==> src/rtl/fact_pkg.sv <==
// fact_pkg: shared FSM state type, register offsets and default operand limit
// for the factorial MMIO accelerator.
`default_nettype none

package fact_pkg;

  typedef enum logic [1:0] {
    IDLE = 2'd0,
    BUSY = 2'd1,
    DONE = 2'd2
  } state_t;

  localparam logic [1:0] OFF_N      = 2'b00;
  localparam logic [1:0] OFF_GO     = 2'b01;
  localparam logic [1:0] OFF_STATUS = 2'b10;
  localparam logic [1:0] OFF_RESULT = 2'b11;

  // 12! is the largest factorial that fits in 32 bits
  localparam int MAX_N_DEFAULT = 12;

endpackage

`default_nettype wire

==> src/rtl/fact_core.sv <==
// fact_core: iterative factorial FSM, one multiply per cycle, with done/err flags
// and a held RESULT register.
`default_nettype none

module fact_core
  import fact_pkg::*;
#(
  parameter int DATA_WIDTH = 32,
  parameter int N_WIDTH    = 4,
  parameter int MAX_N      = MAX_N_DEFAULT
) (
  input  logic                  clk,
  input  logic                  rst,
  input  logic                  start,
  input  logic [N_WIDTH-1:0]    n,
  output logic                  done,
  output logic                  err,
  output logic [DATA_WIDTH-1:0] result,
  output logic                  done_set
);

  localparam logic [N_WIDTH-1:0] MAX_N_W = N_WIDTH'(MAX_N);
  localparam logic [N_WIDTH-1:0] ONE_N   = N_WIDTH'(1);

  state_t                state;
  logic [N_WIDTH-1:0]    cnt;
  logic [DATA_WIDTH-1:0] acc;

  // Asserted in the cycle whose closing edge raises done (error or completion)
  assign done_set = ((state != BUSY) && start && (n > MAX_N_W)) ||
                    ((state == BUSY) && (cnt <= ONE_N));

  always_ff @(posedge clk or posedge rst) begin
    if (rst) begin
      state  <= IDLE;
      cnt    <= '0;
      acc    <= '0;
      done   <= 1'b0;
      err    <= 1'b0;
      result <= '0;
    end else begin
      case (state)
        IDLE, DONE: begin
          if (start) begin
            done <= 1'b0;
            err  <= 1'b0;
            if (n > MAX_N_W) begin
              state  <= DONE;
              err    <= 1'b1;
              done   <= 1'b1;
              result <= '0;
            end else begin
              cnt   <= n;
              acc   <= DATA_WIDTH'(1);
              state <= BUSY;
            end
          end
        end
        BUSY: begin
          if (cnt <= ONE_N) begin
            result <= acc;
            done   <= 1'b1;
            state  <= DONE;
          end else begin
            acc <= acc * DATA_WIDTH'(cnt);
            cnt <= cnt - ONE_N;
          end
        end
        default: state <= IDLE;
      endcase
    end
  end

endmodule

`default_nettype wire

==> src/rtl/fact_mmio_unit.sv <==
// fact_mmio_unit: register bank, start decode and read mux around fact_core.
// Optional completion interrupt enabled by defining FACT_IRQ_EN.
`default_nettype none

module fact_mmio_unit
  import fact_pkg::*;
#(
  parameter int DATA_WIDTH = 32,
  parameter int N_WIDTH    = 4,
  parameter int MAX_N      = MAX_N_DEFAULT
) (
  input  logic                  clk,
  input  logic                  rst,
  input  logic                  WE,
  input  logic [1:0]            A,
  input  logic [DATA_WIDTH-1:0] WD,
  output logic [DATA_WIDTH-1:0] RD
`ifdef FACT_IRQ_EN
  ,
  output logic                  irq
`endif
);

  logic [N_WIDTH-1:0]    n_reg;
  logic                  go_reg;
  logic                  go_write;
  logic                  start;
  logic                  done;
  logic                  err;
  logic                  done_set;
  logic [DATA_WIDTH-1:0] result;

  assign go_write = WE && (A == OFF_GO);
  // The core itself ignores start while BUSY
  assign start    = go_write && WD[0];

  always_ff @(posedge clk or posedge rst) begin
    if (rst) begin
      n_reg  <= '0;
      go_reg <= 1'b0;
    end else if (WE) begin
      if (A == OFF_N)  n_reg  <= WD[N_WIDTH-1:0];
      if (A == OFF_GO) go_reg <= WD[0];
    end
  end

  fact_core #(
    .DATA_WIDTH (DATA_WIDTH),
    .N_WIDTH    (N_WIDTH),
    .MAX_N      (MAX_N)
  ) u_core (
    .clk      (clk),
    .rst      (rst),
    .start    (start),
    .n        (n_reg),
    .done     (done),
    .err      (err),
    .result   (result),
    .done_set (done_set)
  );

  always_comb begin
    RD = '0;
    case (A)
      OFF_N:      RD[N_WIDTH-1:0] = n_reg;
      OFF_GO:     RD[0]           = go_reg;
      OFF_STATUS: RD[1:0]         = {err, done};
      OFF_RESULT: RD              = result;
      default:    RD              = '0;
    endcase
  end

  logic unused_wd;
  assign unused_wd = ^WD[DATA_WIDTH-1:N_WIDTH];

`ifdef FACT_IRQ_EN
  // Setting wins over clearing so an error start still raises irq
  always_ff @(posedge clk or posedge rst) begin
    if (rst)           irq <= 1'b0;
    else if (done_set) irq <= 1'b1;
    else if (go_write) irq <= 1'b0;
  end
`else
  logic unused_done_set;
  assign unused_done_set = done_set;
`endif

endmodule

`default_nettype wire

==> config.mk <==
export PLATFORM = sky130hd
export DESIGN_NAME = fact_mmio_unit
export DESIGN_NICKNAME = d
export VERILOG_FILES = /design/src/rtl/fact_pkg.sv /design/src/rtl/fact_core.sv /design/src/rtl/fact_mmio_unit.sv
export SDC_FILE = /design/constraint.sdc
export NUM_CORES = 1
export LEC_CHECK = 0
export ABC_AREA = 0
export BUFFER_PORTS_ARGS = -buffer_cell sky130_fd_sc_hd__buf_2
export CORE_MARGIN = 5
export CORE_UTILIZATION = 65
export CTS_BUF_LIST = sky130_fd_sc_hd__clkbuf_4 sky130_fd_sc_hd__clkbuf_8
export CTS_CLUSTER_SIZE = 8
export DETAILED_ROUTE_END_ITERATION = 8
export PLACE_DENSITY = 0.86
export SETUP_SLACK_MARGIN = 0.02
export SYNTH_ARGS = -nofsm -noshare
export SYNTH_HDL_FRONTEND = slang
export SYNTH_HIERARCHICAL = 1
export SYNTH_SLANG_ARGS = --single-unit
==> constraint.sdc <==
create_clock -name clk -period 10.6 [get_ports clk]
set_input_delay 1.06 -clock clk [delete_from_list [all_inputs] [get_ports clk]]
set_output_delay 1.06 -clock clk [all_outputs]
set_load 0.01 [all_outputs]
==> impl_metrics.csv, run 1 <==
group,metric,value,unit
power,p_seq_share,25.2,%
global_routing,antenna_found_initial,0,
setup_path,cp.required,10870,ps
power,p_per_area,278,nW/um2
route,firstDrtPassIters,5,
global_routing,grt_overflow_total,0,
die,die_x,116,um
power,peakVddDrop,169,uV
placement,numPortBuffers,40,
setup_path,crit_slowest_cell,"dfrtp_1",
power,pwr-share-comb,64.7,%
timing,fmax,0.212,GHz
layout,area_growth,6.03,%
die,die-area,13600,um2
placement,post-dp-hpwl,11800,um
layout,nFillCells,869,
die,pin_count,69,
route,vias,6058,
die,row_count,38,
synthesis,yosysWarnings,6,
cts,cts.hold.buffers_added,0,
layout,antenna_cells,0,
layout,drive_above_1_share,8.52,%
power,p_sw_share,53.0,%
setup_path,cpLargestDelayFamily,"adder cells",
timing,rsz0062_at_grt,"no",
setup_path,cpPeakStageDelay,1070,ps
die,coreArea,11000,um2
cts,clk_pin_slew,100,ps
outcome,status,"complete, no violations",
layout,fin_nets,1044,
cts,numCtsBuffers,9,
global_routing,track_usage,26.3,%
route,routed_wirelength,16600,um
power,pwr-share-clk,10.1,%
setup_path,start_kind,"register",
route,drcViolationCount,0,
cts,cts.path.max_buffers,2,
timing,slew_headroom,23.8,%
power,switchingPower,1.15,mW
placement,place_congestion,0.925,
cts,clock_latency,370,ps
cts,ctsResizeCount,0,
timing,report.final.slew_viol_count,0,
synthesis,syn_inst,896,
timing,finClkSkew,13.3,ps
synthesis,syn_nets,1030,
die,initial_core_util,67.1,%
cts,clock-sinks,77,
setup_path,critPathMaxFanout,33,
global_routing,grt_pass1_wl,28600,um
timing,timing.setup.tns,0,ps
power,p_total,2.17,mW
cts,htreeDepth,3,
cts,cts_tree,"yes",
synthesis,avgSynthCellArea,8.22,um2
route,antenna_left,0,
timing,final.min_clock_period,4710,ps
synthesis,synth_area,7370,um2
setup_path,arrival,4980,ps
timing,final_hold_viol_count,0,
cts,cts_setup_buffers,0,
global_routing,grt_pass1_vias,5994,
route,first_iter_violations,529,
run,cap_viol_max_count,0,
setup_path,cp_common_cell,"fa_1",
timing,layout_worst_path_cycle_share,44.5,%
setup_path,critical_path_class,"reg2reg",
timing,finalSetupViolations,0,
power,p_leak,4.03,nW
route,vias_per_cell,5.74,
die,dieHeight,116,um
worst_hold_path,hold_class,"reg2reg",
setup_path,crit_chain,"nand2_1 > fa_1 > fa_1 > inv_1 > fa_1 > a21oi_1 > nand4b_1 > a211oi_2 > o31a_1 > o31a_1 > or3_1 > a32o_1",
route,wire_per_inst,15.7,um
cts,clock-root-buffer,"clkbuf_8",
global_routing,grt_max_degree,73,
power,p_int,1.02,mW
timing,tightest_slew,1140,ps
setup_path,cp-end-kind,"register",
layout,largestRegisters,"u_core/acc (32), u_core/result (32)",
setup_path,cp_num_buf_inv,1,
==> power groups by stage <==
stage | combinational, mW | clock [mW] | sequential, mW
6_report | 1.41 | 0.220 | 0.546
3_3_place_gp | 1.34 | 0 | 0.542
3_5_place_dp | 1.39 | 0 | 0.547
5_1_grt | 1.61 | 0.235 | 0.563
4_1_cts | 1.40 | 0.222 | 0.541
2_1_floorplan | 1.15 | 0 | 0.462
==> worst paths after layout <==
kind	to	cells after the start	slack [ps]	from
worst max-delay path	u_core/acc[28]	12	5890	u_core/cnt[3]
worst min-delay path	u_core/result[31]	2	480	u_core/result[31]
worst max register to register	u_core/acc[28]	12	5890	u_core/cnt[3]
worst min register to register	u_core/result[31]	2	480	u_core/result[31]
max in group asynchronous	u_core/acc[4]	3	9000	rst
min in group asynchronous	n_reg[2]	2	590	rst
==> metrics by stage <==
stage | cell area (um2) | cells | worst slack [ps] | utilization [%] | hold WS (ps)
after global placement | 7630 | 1039 | 6050 | 69.5 | 453
final | 7810 | 1055 | 5890 | 71.1 | 475
after floorplan | 7370 | 896 | 6620 | - | 442
after global routing | 7810 | 1055 | 5620 | 71.1 | 499
after detailed placement | 7630 | 1039 | 5980 | 69.5 | 463
after CTS | 7810 | 1055 | 5960 | 71.1 | 482
==> final cells by class <==
type,instances,area [um2],share of cell area (%)
multi-input combinational,654,4820,61.8
sequential,77,1930,24.7
inverter,122,458,5.86
timing repair buffer,46,245,3.14
tap,140,175,2.24
clock buffer,9,124,1.59
clock inverter,7,58.8,0.753
==> per-layer routing <==
layer / global-route usage [%] / up-vias / wire length (um)
met5: 0 / - / 0
met4: 7.19 / 0 / 190
met3: 2.69 / 16 / 857
met2: 44.4 / 157 / 8040
met1: 36.3 / 2963 / 7510
li1: - / 2922 / -
==> cells in the final DEF (no fill, tap or decap), drive strengths merged, types with 4 or more instances in the layout <==
cell type and n:
nand2 143, inv 125, and2 116, dfrtp 77, o21ai 67, fa 57
buf 46, nor2 42, ha 40, a21oi 31, a21o 23, nand3 13
xnor2 12, clkbuf 9, xor2 9, nor3 7, o21bai 6, or3 6
a22o 6, a211oi 6, nand2b 5, a31oi 5, mux2 4, mux2i 4
and3 4, o31a 4
==> tightest hold or removal path, cell delays in order (launching register included) <==
cell,delay [ps]
dfrtp_1,350
nand2_1,40
o21ai_0,60
No activity file was read; power rests on OpenSTA's default activity.
==> run 2: changes to the inputs <==
--- a/config.mk
+++ b/config.mk
@@ -5,14 +5,14 @@
 export SDC_FILE = /design/constraint.sdc
 export NUM_CORES = 1
 export LEC_CHECK = 0
-export ABC_AREA = 0
+export ABC_AREA = 1
 export BUFFER_PORTS_ARGS = -buffer_cell sky130_fd_sc_hd__buf_2
 export CORE_MARGIN = 5
-export CORE_UTILIZATION = 65
+export CORE_UTILIZATION = 63
 export CTS_BUF_LIST = sky130_fd_sc_hd__clkbuf_4 sky130_fd_sc_hd__clkbuf_8
 export CTS_CLUSTER_SIZE = 8
 export DETAILED_ROUTE_END_ITERATION = 8
-export PLACE_DENSITY = 0.86
+export PLACE_DENSITY = 0.84
 export SETUP_SLACK_MARGIN = 0.02
 export SYNTH_ARGS = -nofsm -noshare
 export SYNTH_HDL_FRONTEND = slang
==> constraint.sdc (replaced) <==
create_clock -name clk -period 4.9 [get_ports clk]
set_input_delay 0.49 -clock clk [delete_from_list [all_inputs] [get_ports clk]]
set_output_delay 0.49 -clock clk [all_outputs]
set_load 0.01 [all_outputs]
==> impl_metrics.csv, run 2 <==
group,metric,value,unit
placement,place_congestion,0.957,
route,routed_wirelength,18900,um
run,cap_viol_max_count,0,
global_routing,grt_pass1_wl,32500,um
timing,layout_worst_path_cycle_share,78.4,%
die,die_x,122,um
die,coreArea,12500,um2
die,die-area,15000,um2
timing,hold_ws,18.0,ps
power,p_total,3.39,mW
cts,clock_latency,370,ps
placement,post-dp-hpwl,14700,um
cts,clk_pin_slew,90,ps
layout,layout.cells.non_filler,1438,
layout,final_util,67.7,%
route,drcViolationCount,0,
cts,clock-root-buffer,"clkbuf_8",
power,p_per_area,400,nW/um2
layout,antenna_cells,0,
timing,finalSetupViolations,0,
global_routing,grt_max_degree,44,
layout,layout_commonest_cell,"nand2_1",
worst_hold_path,hold_class,"in2async",
layout,fin_nets,1395,
cts,cts.hold.buffers_added,0,
setup_path,cpPeakStageDelay,600,ps
timing,rsz0062_at_grt,"no",
route,first_iter_violations,740,
setup_path,cp_common_cell,"nand2_1",
route,vias,7336,
cts,cts_setup_buffers,0,
power,peakVddDrop,213,uV
timing,timing.setup.tns,0,ps
global_routing,track_usage,27.1,%
timing,final_hold_viol_count,0,
synthesis,avgSynthCellArea,6.44,um2
timing,fmax,0.260,GHz
route,wire_per_inst,13.1,um
layout,nFillCells,1094,
setup_path,arrival,4090,ps
setup_path,cp-end-kind,"register",
outcome,status,"complete, no violations",
die,initial_core_util,63.5,%
timing,tightest_slew,1040,ps
cts,cts.path.max_buffers,2,
setup_path,critical_path_class,"reg2reg",
placement,dp.cells,1422,
cts,numCtsBuffers,9,
die,pin_count,69,
layout,regArea,1930,um2
setup_path,crit_slowest_cell,"dfrtp_1",
synthesis,syn_inst,1234,
synthesis,synth_area,7950,um2
route,antenna_left,0,
setup_path,critPathMaxFanout,21,
placement,numPortBuffers,40,
timing,slew_headroom,30.9,%
die,row_count,41,
route,firstDrtPassIters,5,
die,dieHeight,122,um
synthesis,yosysWarnings,6,
cts,cts_tree,"yes",
global_routing,grt_pass1_vias,7010,
layout,multi_input_area,4540,um2
power,p_leak,5.70,nW
cts,htreeDepth,3,
layout,layout_common_cells,"nand2_1, inv_1, dfrtp_1",
route,vias_per_cell,5.10,
timing,final.min_clock_period,3840,ps
setup_path,start_kind,"register",
layout,area_growth,6.62,%
setup_path,cp.required,5140,ps
timing,finClkSkew,17.6,ps
setup_path,crit_chain,"buf_4 > nand2_1 > inv_1 > fa_1 > inv_1 > fa_1 > inv_1 > ha_1 > nand2_1 > inv_1 > nand2_1 > nand2_1 > nand2_1 > nand2_1 > a21oi_1 > nand3_1 > nand3_1 > nand2_1",
cts,clock-sinks,77,
cts,ctsResizeCount,0,
layout,drive_above_1_share,5.69,%
timing,report.final.slew_viol_count,0,
layout,largestRegisters,"u_core/acc (32), u_core/result (32)",
global_routing,antenna_found_initial,0,
global_routing,grt_overflow_total,0,
synthesis,syn_nets,1368,
==> run 2: critical path: cells and delay by family (launching register included) <==
family	cells	cell delay, ps
buffers and inverters	5	550
AO/OA/AOI/OAI	1	320
adder cells (fa/ha/maj)	3	1430
flip-flops	1	600
AND/OR/NAND/NOR	9	810
==> run 2: path summary, 6_finish.rpt <==
| path | from | end | slack (ps) | cells past startpoint |
|---|---|---|---|---|
| hold / removal | rst | n_reg[3] | 20 | 2 |
| setup reg to reg | u_core/cnt[3] | u_core/acc[31] | 1060 | 18 |
| min in group clk | WD[3] | n_reg[3] | 370 | 3 |
| max in group asynchronous | rst | u_core/acc[27] | 3610 | 3 |
| setup / recovery | u_core/cnt[3] | u_core/acc[31] | 1060 | 18 |
| hold reg to reg | u_core/result[18] | u_core/result[18] | 490 | 2 |
==> run 2: per-stage QoR <==
| step | worst slack [ps] | cell area (um2) |
|---|---|---|
| after CTS | 1130 | 8480 |
| after global placement | 1220 | 8270 |
| after floorplan | 1370 | 7950 |
| after detailed placement | 1170 | 8270 |
| final | 1060 | 8480 |
| after global routing | 874 | 8480 |
==> run 2: layout make-up <==
class                   count  share of cell area, %
well taps                 172                   2.54
inverters                 356                   15.8
repair buffers             46                   2.89
clock buffers               9                   1.46
multi-input cells         771                   53.5
clock inverters             7                   1.03
flip-flops and latches     77                   22.7
==> run 2: power breakdown <==
group / internal, mW / switching (mW)
registers: 0.863 / 0.318
clock network: 0.249 / 0.278
logic: 0.585 / 1.10
==> run 2: metal layers <==
| metal | track usage, % | vias up | part of all wire (%) |
|---|---|---|---|
| met3 | 4.47 | 25 | 10 |
| met2 | 42.2 | 331 | 43 |
| met5 | 0 | - | 0 |
| met4 | 6.44 | 0 | 1.4 |
| li1 | - | 3632 | - |
| met1 | 40.0 | 3348 | 45 |
==> run 3: changes to the inputs <==
--- a/config.mk
+++ b/config.mk
@@ -8,11 +8,11 @@
 export ABC_AREA = 1
 export BUFFER_PORTS_ARGS = -buffer_cell sky130_fd_sc_hd__buf_2
 export CORE_MARGIN = 5
-export CORE_UTILIZATION = 63
+export CORE_UTILIZATION = 57
 export CTS_BUF_LIST = sky130_fd_sc_hd__clkbuf_4 sky130_fd_sc_hd__clkbuf_8
 export CTS_CLUSTER_SIZE = 8
 export DETAILED_ROUTE_END_ITERATION = 8
-export PLACE_DENSITY = 0.84
+export PLACE_DENSITY = 0.8
 export SETUP_SLACK_MARGIN = 0.02
 export SYNTH_ARGS = -nofsm -noshare
 export SYNTH_HDL_FRONTEND = slang
==> constraint.sdc (replaced) <==
create_clock -name clk -period 3.5 [get_ports clk]
set_input_delay 0.35 -clock clk [delete_from_list [all_inputs] [get_ports clk]]
set_output_delay 0.35 -clock clk [all_outputs]
set_load 0.01 [all_outputs]
==> impl_metrics.csv, run 3 (synthesis results as in run 2) <==
group,metric,value,unit
route,routed.top_layer,"met4",
global_routing,antenna_found_initial,0,
timing,timing.setup.tns,0,ps
setup_path,arrival,3620,ps
run,cap_viol_max_count,0,
cts,clock_latency,360,ps
layout,largestRegisters,"u_core/acc (32), u_core/result (32)",
cts,numCtsBuffers,9,
layout,antenna_cells,0,
placement,pre_cts_ws,50.9,ps
cts,clock-root-buffer,"clkbuf_8",
die,coreArea,13800,um2
setup_path,critical_path_class,"reg2reg",
timing,slew_headroom,47.5,%
setup_path,cp-end-kind,"register",
die,dieHeight,128,um
worst_hold_path,hold_class,"in2reg",
global_routing,grt_max_degree,37,
die,pin_count,69,
route,first_iter_violations,926,
timing,report.final.slew_viol_count,0,
layout,final_area,9130,um2
timing,final_hold_viol_count,0,
placement,place_area,8430,um2
setup_path,start_kind,"register",
die,initial_core_util,57.7,%
global_routing,grt_overflow_total,0,
route,vias,7462,
power,peakVddDrop,295,uV
layout,layout_commonest_cell,"nand2_1",
placement,place_congestion,0.943,
route,m1WireLength,9260,um
layout,layout_common_cells,"nand2_1, inv_1, dfrtp_1",
route,drcViolationCount,0,
route,vias_per_cell,5.10,
layout,drive_above_1_share,13.3,%
global_routing,grt_pass1_wl,33700,um
timing,finClkSkew,11.4,ps
setup_path,cp.required,3750,ps
timing,fin_ws,127,ps
cts,cts_tree,"yes",
route,firstDrtPassIters,6,
route,wl_met2,9380,um
layout,area_growth,14.7,%
layout,fin_nets,1412,
setup_path,critPathMaxFanout,17,
die,die-area,16400,um2
route,routed_wirelength,20700,um
die,die_x,128,um
power,p_leak,5.84,nW
route,wire_per_inst,14.2,um
timing,fmax,0.296,GHz
power,p_per_area,571,nW/um2
route,dr_wl_met3,1800,um
die,row_count,43,
route,antenna_left,0,
global_routing,grt_pass1_vias,7051,
global_routing,track_usage,25.2,%
placement,post-dp-hpwl,15200,um
timing,finalSetupViolations,0,
timing,tightest_slew,787,ps
timing,rsz0062_at_grt,"yes",
timing,final.min_clock_period,3370,ps
cts,cts.path.max_buffers,2,
cts,clk_pin_slew,90,ps
outcome,status,"complete, no violations",
placement,numPortBuffers,40,
timing,layout_worst_path_cycle_share,96.4,%
cts,clock-sinks,77,
cts,htreeDepth,3,
## run 3: cell types whose count changed in the layout (fill, tap and decap cells not counted), sizes merged
cell         change
clkinv           -1
clkinvlp         +3
inv              -3
buf             +15
dlygate4sd3      +1
clkbuf           +2
## run 3: power by group
part | internal [mW] | switching [mW] | leakage (nW) | total (mW)
Combinational | 1.10 | 1.84 | 4.76 | 2.95
Sequential | 1.21 | 0.352 | 0.984 | 1.56
Clock | 0.342 | 0.356 | 0.0929 | 0.698
## run 3: final timing paths
| kind | start | endpoint | slack, ps | cells past startpoint |
|---|---|---|---|---|
| max | u_core/cnt[3] | u_core/acc[31] | 130 | 18 |
| max in group asynchronous | rst | u_core/result[19] | 2020 | 4 |
| min reg2reg | u_core/result[16] | u_core/result[16] | 480 | 2 |
| min in group asynchronous | rst | n_reg[2] | 450 | 3 |
| min | WD[2] | n_reg[2] | 230 | 3 |
| max reg2reg | u_core/cnt[3] | u_core/acc[31] | 130 | 18 |
## run 3: routing by layer
| metal | vias to the layer above | track usage (%) |
|---|---|---|
| met5 | - | 0 |
| met4 | 0 | 6.18 |
| met3 | 27 | 3.92 |
| met2 | 316 | 39.1 |
| met1 | 3462 | 37.2 |
| li1 | 3657 | - |
## run 3: final cells by class
cell class                      instances  area [um2]
Clock buffer                           10         131
Clock inverter                          6        70.1
Fill cell                            1115        4650
Inverter                              356        1340
Multi-Input combinational cell        771        4990
Sequential cell                        77        1930
Tap cell                              180         225
Timing Repair Buffer                   63         443
## run 3: metrics by stage
stage	cells	total power [mW]	hold WS [ps]	utilization (%)
4_1_cts	1461	4.82	227	62.8
3_3_place_gp	1444	4.00	273	61.2
3_5_place_dp	1444	4.10	278	61.2
2_1_floorplan	1234	3.30	129	-
5_1_grt	1463	5.65	229	66.3
6_report	1463	5.21	234	66.3
## run 3: critical path, stage by stage, from the launching register on
cell and delay, ps:
dfrtp_2 480, clkbuf_16 210, nand2_1 70, inv_1 50, fa_1 540, inv_1 60
fa_1 540, inv_1 60, ha_2 330, nand2_1 80, nand2_1 100, inv_1 70
nand2_1 60, inv_1 50, nand2_1 80, a21oi_2 190, nand3_1 120, nand3_2 110
nand2_1 70
## run 3: timing repair
item	4_1_cts	5_1_grt
gates resized for setup	1	102
setup endpoints to repair	1	22
cloned	0	1
hold buffers	1	0
buffers inserted	0	1
pin swaps	0	4
endpoints found under the hold margin	5	0
